===== config.mk =====
export PLATFORM = sky130hd
export DESIGN_NAME = keypad_player_flat
export DESIGN_NICKNAME = d
export VERILOG_FILES = /design/src/rtl/keypad_player_if.sv /design/src/rtl/keypad_player.sv /design/src/flat_wrapper.sv
export SDC_FILE = /design/constraint.sdc
export NUM_CORES = 1
export LEC_CHECK = 0
export ABC_AREA = 1
export BUFFER_PORTS_ARGS = -buffer_cell sky130_fd_sc_hd__buf_2
export CAP_MARGIN = 30
export CORE_ASPECT_RATIO = 1.5
export CORE_MARGIN = 2
export CORE_UTILIZATION = 30
export CTS_BUF_LIST = sky130_fd_sc_hd__clkbuf_16
export DETAILED_ROUTE_END_ITERATION = 12
export PLACE_DENSITY = 0.52
export SLEW_MARGIN = 5
export SYNTH_ARGS = -nofsm -noshare
export SYNTH_HDL_FRONTEND = slang
export SYNTH_SLANG_ARGS = --single-unit
export TNS_END_PERCENT = 50

===== constraint.sdc =====
create_clock -name clock_50m -period 2.2 [get_ports clock_50m]
set_input_delay 0.44 -clock clock_50m [delete_from_list [all_inputs] [get_ports clock_50m]]
set_output_delay 0.44 -clock clock_50m [all_outputs]
set_load 0.05 [all_outputs]

===== src/rtl/keypad_player_if.sv =====
// -----------------------------------------------------------------------------
// keypad_player_if
//   Key-offer handshake between a key source and keypad_player.
//
//   key_idx   : key matrix position (pb bit index 0..15)
//   key_valid : key_idx is offered this cycle
//   key_ready : keypad_player accepts key_idx this cycle
//
//   master : key source (drives key_idx / key_valid)
//   slave  : keypad_player (drives key_ready)
// -----------------------------------------------------------------------------
interface keypad_player_if;
  logic [3:0] key_idx;
  logic       key_valid;
  logic       key_ready;

  modport master (output key_idx, output key_valid, input key_ready);
  modport slave  (input key_idx, input key_valid, output key_ready);
endinterface


===== src/rtl/keypad_player.sv =====
// -----------------------------------------------------------------------------
// keypad_player
//   Plays a sequence of key presses onto active-low push-button lines. Each
//   accepted key is held low for HOLD_CYCLES clocks, followed by a release gap
//   of GAP_CYCLES clocks, after which key_done pulses and keys_sent counts up.
//
//   Build option: define KEYPAD_PLAYER_FIFO_EN to queue up to FIFO_DEPTH keys.
//   Without it, a single holding register accepts one key at a time and only
//   while the player is idle.
//
// Ports
//   clock_50m : board clock
//   rst       : synchronous active-high reset
//   key_if    : key offer handshake (slave modport: key_idx, key_valid in,
//               key_ready out)
//   pb        : active-low push-button lines, 1 = released (registered)
//   busy      : press or gap in progress, or a key is pending
//   key_done  : one-cycle pulse at the end of each key's gap
//   keys_sent : count of completed keys, wraps 255 -> 0
// -----------------------------------------------------------------------------
module keypad_player #(
  parameter logic [23:0] HOLD_CYCLES = 24'd4194304,
  parameter logic [23:0] GAP_CYCLES  = 24'd4194304,
  parameter int unsigned FIFO_DEPTH  = 8
) (
  input  logic                 clock_50m,
  input  logic                 rst,
  keypad_player_if.slave       key_if,
  output logic [15:0]          pb,
  output logic                 busy,
  output logic                 key_done,
  output logic [7:0]           keys_sent
);

  // A zero duration still occupies one cycle.
  localparam logic [23:0] HOLD_EFF = (HOLD_CYCLES == 24'd0) ? 24'd1 : HOLD_CYCLES;
  localparam logic [23:0] GAP_EFF  = (GAP_CYCLES  == 24'd0) ? 24'd1 : GAP_CYCLES;

  if (FIFO_DEPTH < 2 || (FIFO_DEPTH & (FIFO_DEPTH - 1)) != 0) begin : g_bad_depth
    $error("keypad_player: FIFO_DEPTH must be a power of two >= 2");
  end

  typedef enum logic [1:0] {IDLE, PRESS, GAP} state_e;

  state_e      state_q, state_d;
  logic [23:0] cnt_q, cnt_d;
  logic [15:0] pb_q, pb_d;
  logic        key_done_q, key_done_d;
  logic [7:0]  keys_sent_q, keys_sent_d;
  logic        avail_q;     // queue was non-empty last cycle
  logic        ready_en_q;  // low on reset edges, high from the first edge out of reset

  logic        push, pop, q_empty;
  logic [3:0]  head_key;

  assign push = key_if.key_valid && key_if.key_ready;

  // ---------------------------------------------------------------------------
  // Key storage
  // ---------------------------------------------------------------------------
`ifdef KEYPAD_PLAYER_FIFO_EN
  localparam int unsigned PW = $clog2(FIFO_DEPTH);
  localparam int unsigned CW = PW + 1;

  logic [3:0]    mem_q [FIFO_DEPTH];
  logic [PW-1:0] wr_ptr_q, rd_ptr_q;
  logic [CW-1:0] count_q;
  logic          q_full;

  assign q_empty  = (count_q == '0);
  assign q_full   = (count_q == CW'(FIFO_DEPTH));
  assign head_key = mem_q[rd_ptr_q];
  assign key_if.key_ready = ready_en_q && !rst && !q_full;

  // NOTE: storage array has no reset; count_q alone decides which entries are live.
  always_ff @(posedge clock_50m) begin
    if (push) mem_q[wr_ptr_q] <= key_if.key_idx;
  end

  // Pointers wrap naturally at FIFO_DEPTH since it is a power of two.
  always_ff @(posedge clock_50m) begin
    if (rst) begin
      wr_ptr_q <= '0;
      rd_ptr_q <= '0;
      count_q  <= '0;
    end else begin
      if (push) wr_ptr_q <= wr_ptr_q + 1'b1;
      if (pop)  rd_ptr_q <= rd_ptr_q + 1'b1;
      unique case ({push, pop})
        2'b10:   count_q <= count_q + 1'b1;
        2'b01:   count_q <= count_q - 1'b1;
        default: count_q <= count_q;   // idle, or push and pop cancel out
      endcase
    end
  end
`else
  logic [3:0] hold_key_q;
  logic       hold_valid_q;

  assign q_empty  = !hold_valid_q;
  assign head_key = hold_key_q;
  assign key_if.key_ready = ready_en_q && !rst && (state_q == IDLE) && !hold_valid_q;

  always_ff @(posedge clock_50m) begin
    if (rst) begin
      hold_key_q   <= '0;
      hold_valid_q <= 1'b0;
    end else if (push) begin
      hold_key_q   <= key_if.key_idx;
      hold_valid_q <= 1'b1;
    end else if (pop) begin
      hold_valid_q <= 1'b0;
    end
  end
`endif

  // ---------------------------------------------------------------------------
  // Player FSM
  // ---------------------------------------------------------------------------
  // NOTE: state registers use non-blocking assignments so every flop samples
  // the pre-edge values of its neighbours.
  always_ff @(posedge clock_50m) begin
    if (rst) begin
      state_q     <= IDLE;
      cnt_q       <= '0;
      pb_q        <= 16'hFFFF;
      key_done_q  <= 1'b0;
      keys_sent_q <= '0;
      avail_q     <= 1'b0;
      ready_en_q  <= 1'b0;
    end else begin
      state_q     <= state_d;
      cnt_q       <= cnt_d;
      pb_q        <= pb_d;
      key_done_q  <= key_done_d;
      keys_sent_q <= keys_sent_d;
      avail_q     <= !q_empty;
      ready_en_q  <= 1'b1;
    end
  end

  // From IDLE, launch waits for the registered avail_q, so a freshly accepted
  // key reaches pb two edges after acceptance. From GAP the next key launches
  // immediately, giving back-to-back presses with no IDLE cycle.
  always_comb begin
    // NOTE: every output of this block gets a default first so no latch is inferred.
    state_d     = state_q;
    cnt_d       = cnt_q;
    pb_d        = pb_q;
    key_done_d  = 1'b0;
    keys_sent_d = keys_sent_q;
    pop         = 1'b0;

    unique case (state_q)
      IDLE: begin
        if (avail_q && !q_empty) begin
          pop     = 1'b1;
          state_d = PRESS;
          cnt_d   = '0;
          pb_d    = ~(16'h0001 << head_key);
        end
      end
      PRESS: begin
        if (cnt_q == HOLD_EFF - 24'd1) begin
          state_d = GAP;
          cnt_d   = '0;
          pb_d    = 16'hFFFF;
        end else begin
          cnt_d = cnt_q + 24'd1;
        end
      end
      GAP: begin
        if (cnt_q == GAP_EFF - 24'd1) begin
          key_done_d  = 1'b1;
          keys_sent_d = keys_sent_q + 8'd1;
          cnt_d       = '0;
          if (!q_empty) begin
            pop     = 1'b1;
            state_d = PRESS;
            pb_d    = ~(16'h0001 << head_key);
          end else begin
            state_d = IDLE;
          end
        end else begin
          cnt_d = cnt_q + 24'd1;
        end
      end
      default: begin
        state_d = IDLE;
        pb_d    = 16'hFFFF;
      end
    endcase
  end

  assign pb        = pb_q;
  assign key_done  = key_done_q;
  assign keys_sent = keys_sent_q;
  assign busy      = (state_q != IDLE) || !q_empty;

endmodule


===== src/flat_wrapper.sv =====
// flat-port wrapper written by rule: the top's interface ports become plain ports
module keypad_player_flat 
#(
  parameter logic [23:0] HOLD_CYCLES = 24'd4194304,
  parameter logic [23:0] GAP_CYCLES  = 24'd4194304,
  parameter int unsigned FIFO_DEPTH  = 8
)
  (clock_50m, rst, pb, busy, key_done, keys_sent, key_if_key_idx, key_if_key_valid, key_if_key_ready);
  keypad_player_if key_if_i ();
  input  logic clock_50m;
  input  logic rst;
  output logic [15:0] pb;
  output logic busy;
  output logic key_done;
  output logic [7:0] keys_sent;
  input wire logic [$bits(key_if_i.key_idx)-1:0] key_if_key_idx;
  input wire logic [$bits(key_if_i.key_valid)-1:0] key_if_key_valid;
  output wire logic [$bits(key_if_i.key_ready)-1:0] key_if_key_ready;
  assign key_if_i.key_idx = key_if_key_idx;
  assign key_if_i.key_valid = key_if_key_valid;
  assign key_if_key_ready = key_if_i.key_ready;
  keypad_player #(.HOLD_CYCLES(HOLD_CYCLES), .GAP_CYCLES(GAP_CYCLES), .FIFO_DEPTH(FIFO_DEPTH)) u_core (.clock_50m(clock_50m), .rst(rst), .key_if(key_if_i), .pb(pb), .busy(busy), .key_done(key_done), .keys_sent(keys_sent));
endmodule

# --- Yosys cells after proc, flatten, opt, wreduce, memory -nomap -nowiden ---
# Index checks and enable logic that the tools add are counted.
op_classes:
  addsub: 2
  multipliers: 0
  div: 0
  n_lt_le_gt_ge: 0
  n_eq_ne: 7
  shift: 1
  n_mux: 21
  bitwise_logic: 2
  reduce_logical: 18
op_table:
  columns: ["operator", "count"]
  rows:
  - ["2-to-1 mux 16 bit", 4]
  - ["2-to-1 mux 24 bit", 2]
  - ["case mux 16 bit (3 select lines)", 1]
  - ["case mux 24 bit (2 select lines)", 1]
  - ["adder 24 x 1 -> 24 bit, second input constant", 1]
  - ["equality test 24 x 22 -> 1 bit, second input constant", 1]
  - ["NOT 16 bit", 1]
  - ["left shift 1 x 4 -> 16 bit, first input constant", 1]
  - ["adder 8 x 1 -> 8 bit, second input constant", 1]
  - ["2-to-1 mux 1 bit", 8]
  - ["2-to-1 mux 2 bit", 3]
  - ["!= test 2 x 1 -> 1 bit, second input constant", 3]
  - ["case mux 2 bit (3 select lines)", 1]
  - ["nonzero test 2 bit", 3]
  - ["logical AND 1 bit", 5]
  - ["AND reduction 2 bit", 2]
  - ["AND reduction 4 bit", 1]
  - ["OR reduction 2 bit", 2]
  - ["AND reduction 3 bit", 1]
  - ["equality test 2 x 1 -> 1 bit, second input constant", 1]
  - ["equality test 2 bit, second input constant", 1]
  - ["logical NOT 1 bit", 2]
  - ["logical NOT 2 bit", 1]
  - ["!= test 2 bit, second input constant", 1]
  - ["other kinds (3)", 3]
totals:
  regBits: 58
  latchBits: 0
  mem_bits_rw: 0
  romBits: 0
  in_bits: 7
  out_inout_bits: 27
  word_cells: 60
  n_memories: 0

# --- Depth between registers and ports, before layout ---
logic_depth:
  ltp_word: 6
  depth_mapped: 12
  mapped_depth_nobuf: 11

# --- Least setup slack after synthesis ---
# OpenSTA, ideal clock, no wires.
synth_timing:
  path_kind: "register -> register"
  startpoint: "register u_core.state_q[0]"
  endpoint: "register u_core.hold_key_q[0] (netlist: u_core.head_key[0])"
  arrival_ns: 2.299
  slack_ns: -0.222
  stages_incl_launch_ff: 8
  period_less_slack_ns: 2.422
  cell_sequence: "dfxtp_1 inv_1 ha_1 nand2_1 nor2_1 nand2_1 o21ai_0 a21oi_1"
synth_via:
  elab_chain_cells: 4
synth_lines:
  columns: ["element", "line_no", "source"]
  rows:
  - ["from (decl)", "keypad_player.sv:45", "state_e state_q, state_d;"]
  - ["from (signal assigned)", "keypad_player.sv:132", "state_q <= state_d;"]
  - ["logical NOT 2 bit", "keypad_player.sv:102", "assign key_if.key_ready = ready_en_q && !rst && (state_q == IDLE) && !hold_valid_q;"]
  - ["logical AND 1 bit (2 in series)", "keypad_player.sv:102", null]
  - ["named net key_if_key_ready", "flat_wrapper.sv:18", "output wire logic [$bits(key_if_i.key_ready)-1:0] key_if_key_ready;"]
  - ["logical AND 1 bit", "keypad_player.sv:56", "assign push = key_if.key_valid && key_if.key_ready;"]
  - ["to (signal assigned)", "keypad_player.sv:109", "hold_key_q <= key_if.key_idx;"]
  - ["to (decl)", "keypad_player.sv:97", "logic [3:0] hold_key_q;"]
# The timed path passes the listed nets, and every way through them passes these cells.
# A chain may end at the register's enable or synchronous reset.

# --- Worst setup path in the final report ---
layout_timing:
  startpoint: "register u_core.state_q[0]"
  endpoint: "output key_if_key_ready"
layout_via:
  elab_chain_cells: 3
layout_lines:
  columns: ["element", "line_no"]
  rows:
  - ["logical NOT 2 bit", "keypad_player.sv:102"]
  - ["logical AND 1 bit (2 in series)", "keypad_player.sv:102"]
  - ["to (decl)", "flat_wrapper.sv:18"]
# Every way passes these cells.

==> flow_summary.yaml <==
timing:
  fin_tns_setup_ns: 0
  fin_skew_ns: 0.00781
  maxSlewViolCount: 0
  finalHoldViolations: 0
  slew_headroom_pct: 65.2
  worst_slew_pin_slew_ns: 0.520
  min_period_over_period_pct: 87.6
  final.min_clock_period_ns: 1.93
  rsz0062_at_grt: "no"
  fmax_mhz: 519
  setup_violations: 0
synth:
  synth_nets: 407
  postSynthAreaPerCell_um2: 7.04
  synth_seq_cells: 58
  syn_area_um2: 2770
  async_reset_ff_share_pct: 0
  yosysWarnings: 0
  synth-main-ff-cell: "dfxtp_1"
  netlist_instances: 394
  ys_seq_area_share_pct: 41.9
  synth_edf_count: 0
  synth_cell_type_count: 28
floorplanning:
  start_util_pct: 30.3
  die_h_um: 122
  rows: 43
  die_x_um: 82.5
  io_pins: 34
  fp.coreArea_um2: 9150
  die-area_um2: 10000
power:
  p_sw_share_pct: 37.4
  power.internal_mw: 2.18
  p_leak_nw: 1.36
  ir_drop_mv: 0.592
  p_seq_share_pct: 35.0
  p_switching_mw: 1.30
  power_density_nw_per_um2: 1050
  power_frac_clock_pct: 33.4
  pwr-share-comb_pct: 31.5
route:
  drc: 0
  ant_nets: 0
  vias: 2594
  initialDrtViolationCount: 122
  vias_per_cell: 4.72
  finalWirelength_um: 6370
  firstDrtPassIters: 4
  wl_per_cell_um: 11.6
clock_network:
  cts_root_buffer: "clkbuf_16"
  cts.sinks: 58
  numCtsBuffers: 9
  htreeDepth: 3
  cts_tree: "yes"
  clockBufferDepth: 2
  insertion_delay_ns: 0.33
  post_cts_resized: 0
  post-cts-setup-buffers: 0
  cts_hold_buffers: 0
  clk_pin_slew_ns: 0.05
layout:
  syn2layout_area_growth_pct: 19.9
  diodes: 0
  stdcell_count: 550
  drive_gt1_share_pct: 15.3
  nets: 449
hold_path:
  hp-class: "in2reg"
critical_path:
  critPathMaxFanout: 5
  crit_type: "reg2out"
  arrival_ns: 1.49
  critPathRequiredTime_ns: 1.76
  critPathCaptureType: "output port"
  worst_setup_path_start_kind: "flip-flop"
grt:
  antenna_found_initial: 0
  track_usage_pct: 14.3
  grt_overflow: 0
  grt_pass1_vias: 2489
  grt_max_degree: 32
  grt_pass1_wl_um: 11000
placed_design:
  port_buffers: 33
  hpwl_um: 4750
  dp.cells: 537
  place.gp.congestion: 0.863
job:
  max-cap-violations: 0
outcome:
  outcome: "completed"
metal layers:
layer	wire (um)	part of all wire, %	global-route usage (%)	vias up
met5	0	0	0	-
met4	144	2.3	7.68	0
met3	199	3.1	3.11	11
met2	3310	52	24.5	41
met1	2710	43	16.2	1190
li1	-	-	-	1352
synthesized netlist by cell type, types with 2 or more instances:
master,instances,area [um2]
o21ai_0,6,30.0
nand3_1,52,260
or2_2,3,18.8
inv_1,31,116
ha_1,6,75.1
inv_2,2,7.51
nor2_1,51,191
nand2_1,99,372
nand2_4,2,22.5
nand2_2,6,37.5
xnor2_1,3,26.3
buf_4,2,15.0
nor3_1,22,110
nand4_1,3,18.8
clkbuf_1,4,15.0
a31oi_1,2,12.5
a21oi_1,20,100
buf_2,3,15.0
nor2_4,2,22.5
dfxtp_1,58,1160
xor2_1,10,87.6
sequential cells by signal, indices dropped and copies added, names as in the netlist, 2 cells and up:
name	count
u_core.keys_sent	8
u_core.cnt_q	24
u_core.state_q	2
u_core.head_key	4
u_core.pb	16
critical path, cell delays in order, from the launching register on:
cell	delay, ns
dfxtp_1	0.32
inv_1	0.10
ha_1	0.25
nand2_1	0.11
nor2_2	0.11
buf_2	0.27
metrics by stage:
stage | hold WS [ns] | worst slack [ns] | util [%] | area (um2) | power, mW
floorplan | 0.445 | 0.0777 | - | 2780 | 2.10
global placement | 0.438 | 0.293 | 33.7 | 3090 | 2.34
detailed placement | 0.443 | 0.266 | 33.7 | 3090 | 2.35
CTS | 0.389 | 0.254 | 36.4 | 3330 | 3.53
global route | 0.408 | 0.0133 | 36.4 | 3330 | 3.70
finish | 0.391 | 0.273 | 36.4 | 3330 | 3.48
final cells by class:
cell class	instances	area, um2
clock buffers	9	225
clock inverters	4	15.0
fillers	999	5820
inverters	34	128
multi-input cells	292	1430
flip-flops and latches	58	1160
well taps	112	140
repair buffers	41	225
cell families (layout without fill, tap and decap cells):
logic type | Yosys count | count (layout) | share of synthesized area, %
AO/OA/AOI/OAI | 29 | 29 | 5.73
XOR/XNOR | 13 | 13 | 4.10
buffers and inverters | 44 | 88 | 6.63
flip-flops | 58 | 58 | 41.9
AND/OR/NAND/NOR | 244 | 244 | 39.0
adder cells (fa/ha/maj) | 6 | 6 | 2.71
power by group through the flow:
stage	logic (mW)	registers (mW)	clock network, mW
3_5_place_dp	1.11	1.24	0
5_1_grt	1.24	1.23	1.23
3_3_place_gp	1.10	1.23	0
6_report	1.10	1.22	1.16
2_1_floorplan	0.637	1.47	0
4_1_cts	1.11	1.22	1.19
path summary, 6_finish.rpt:
path / from / end / slack, ns / depth (start not counted)
setup / recovery: u_core.state_q[0]$_SDFFE_PP0P_ / key_if_key_ready / 0.27 / 5
hold reg to reg: u_core.pb[7]$_SDFFE_PP1P_ / u_core.pb[7]$_SDFFE_PP1P_ / 0.45 / 2
hold / removal: rst / u_core.keys_sent[0]$_SDFFE_PP0P_ / 0.39 / 2
setup reg to reg: u_core.state_q[0]$_SDFFE_PP0P_ / u_core.cnt_q[22]$_SDFFE_PP0P_ / 0.29 / 11
layout by cell type (no fill, tap or decap), drive strengths merged:
cell      n
nand2   107
dfxtp    58
nor2     53
nand3    52
buf      41
inv      35
nor3     22
a21oi    21
xor2     10
clkbuf    9
o21ai     6
ha        6
nand4     3
xnor2     3
clkinv    3
or2       3
a31oi     2
nand3b    1
nor3b     1
nor4      1
and2      1
(Power assumes the default switching activity.)
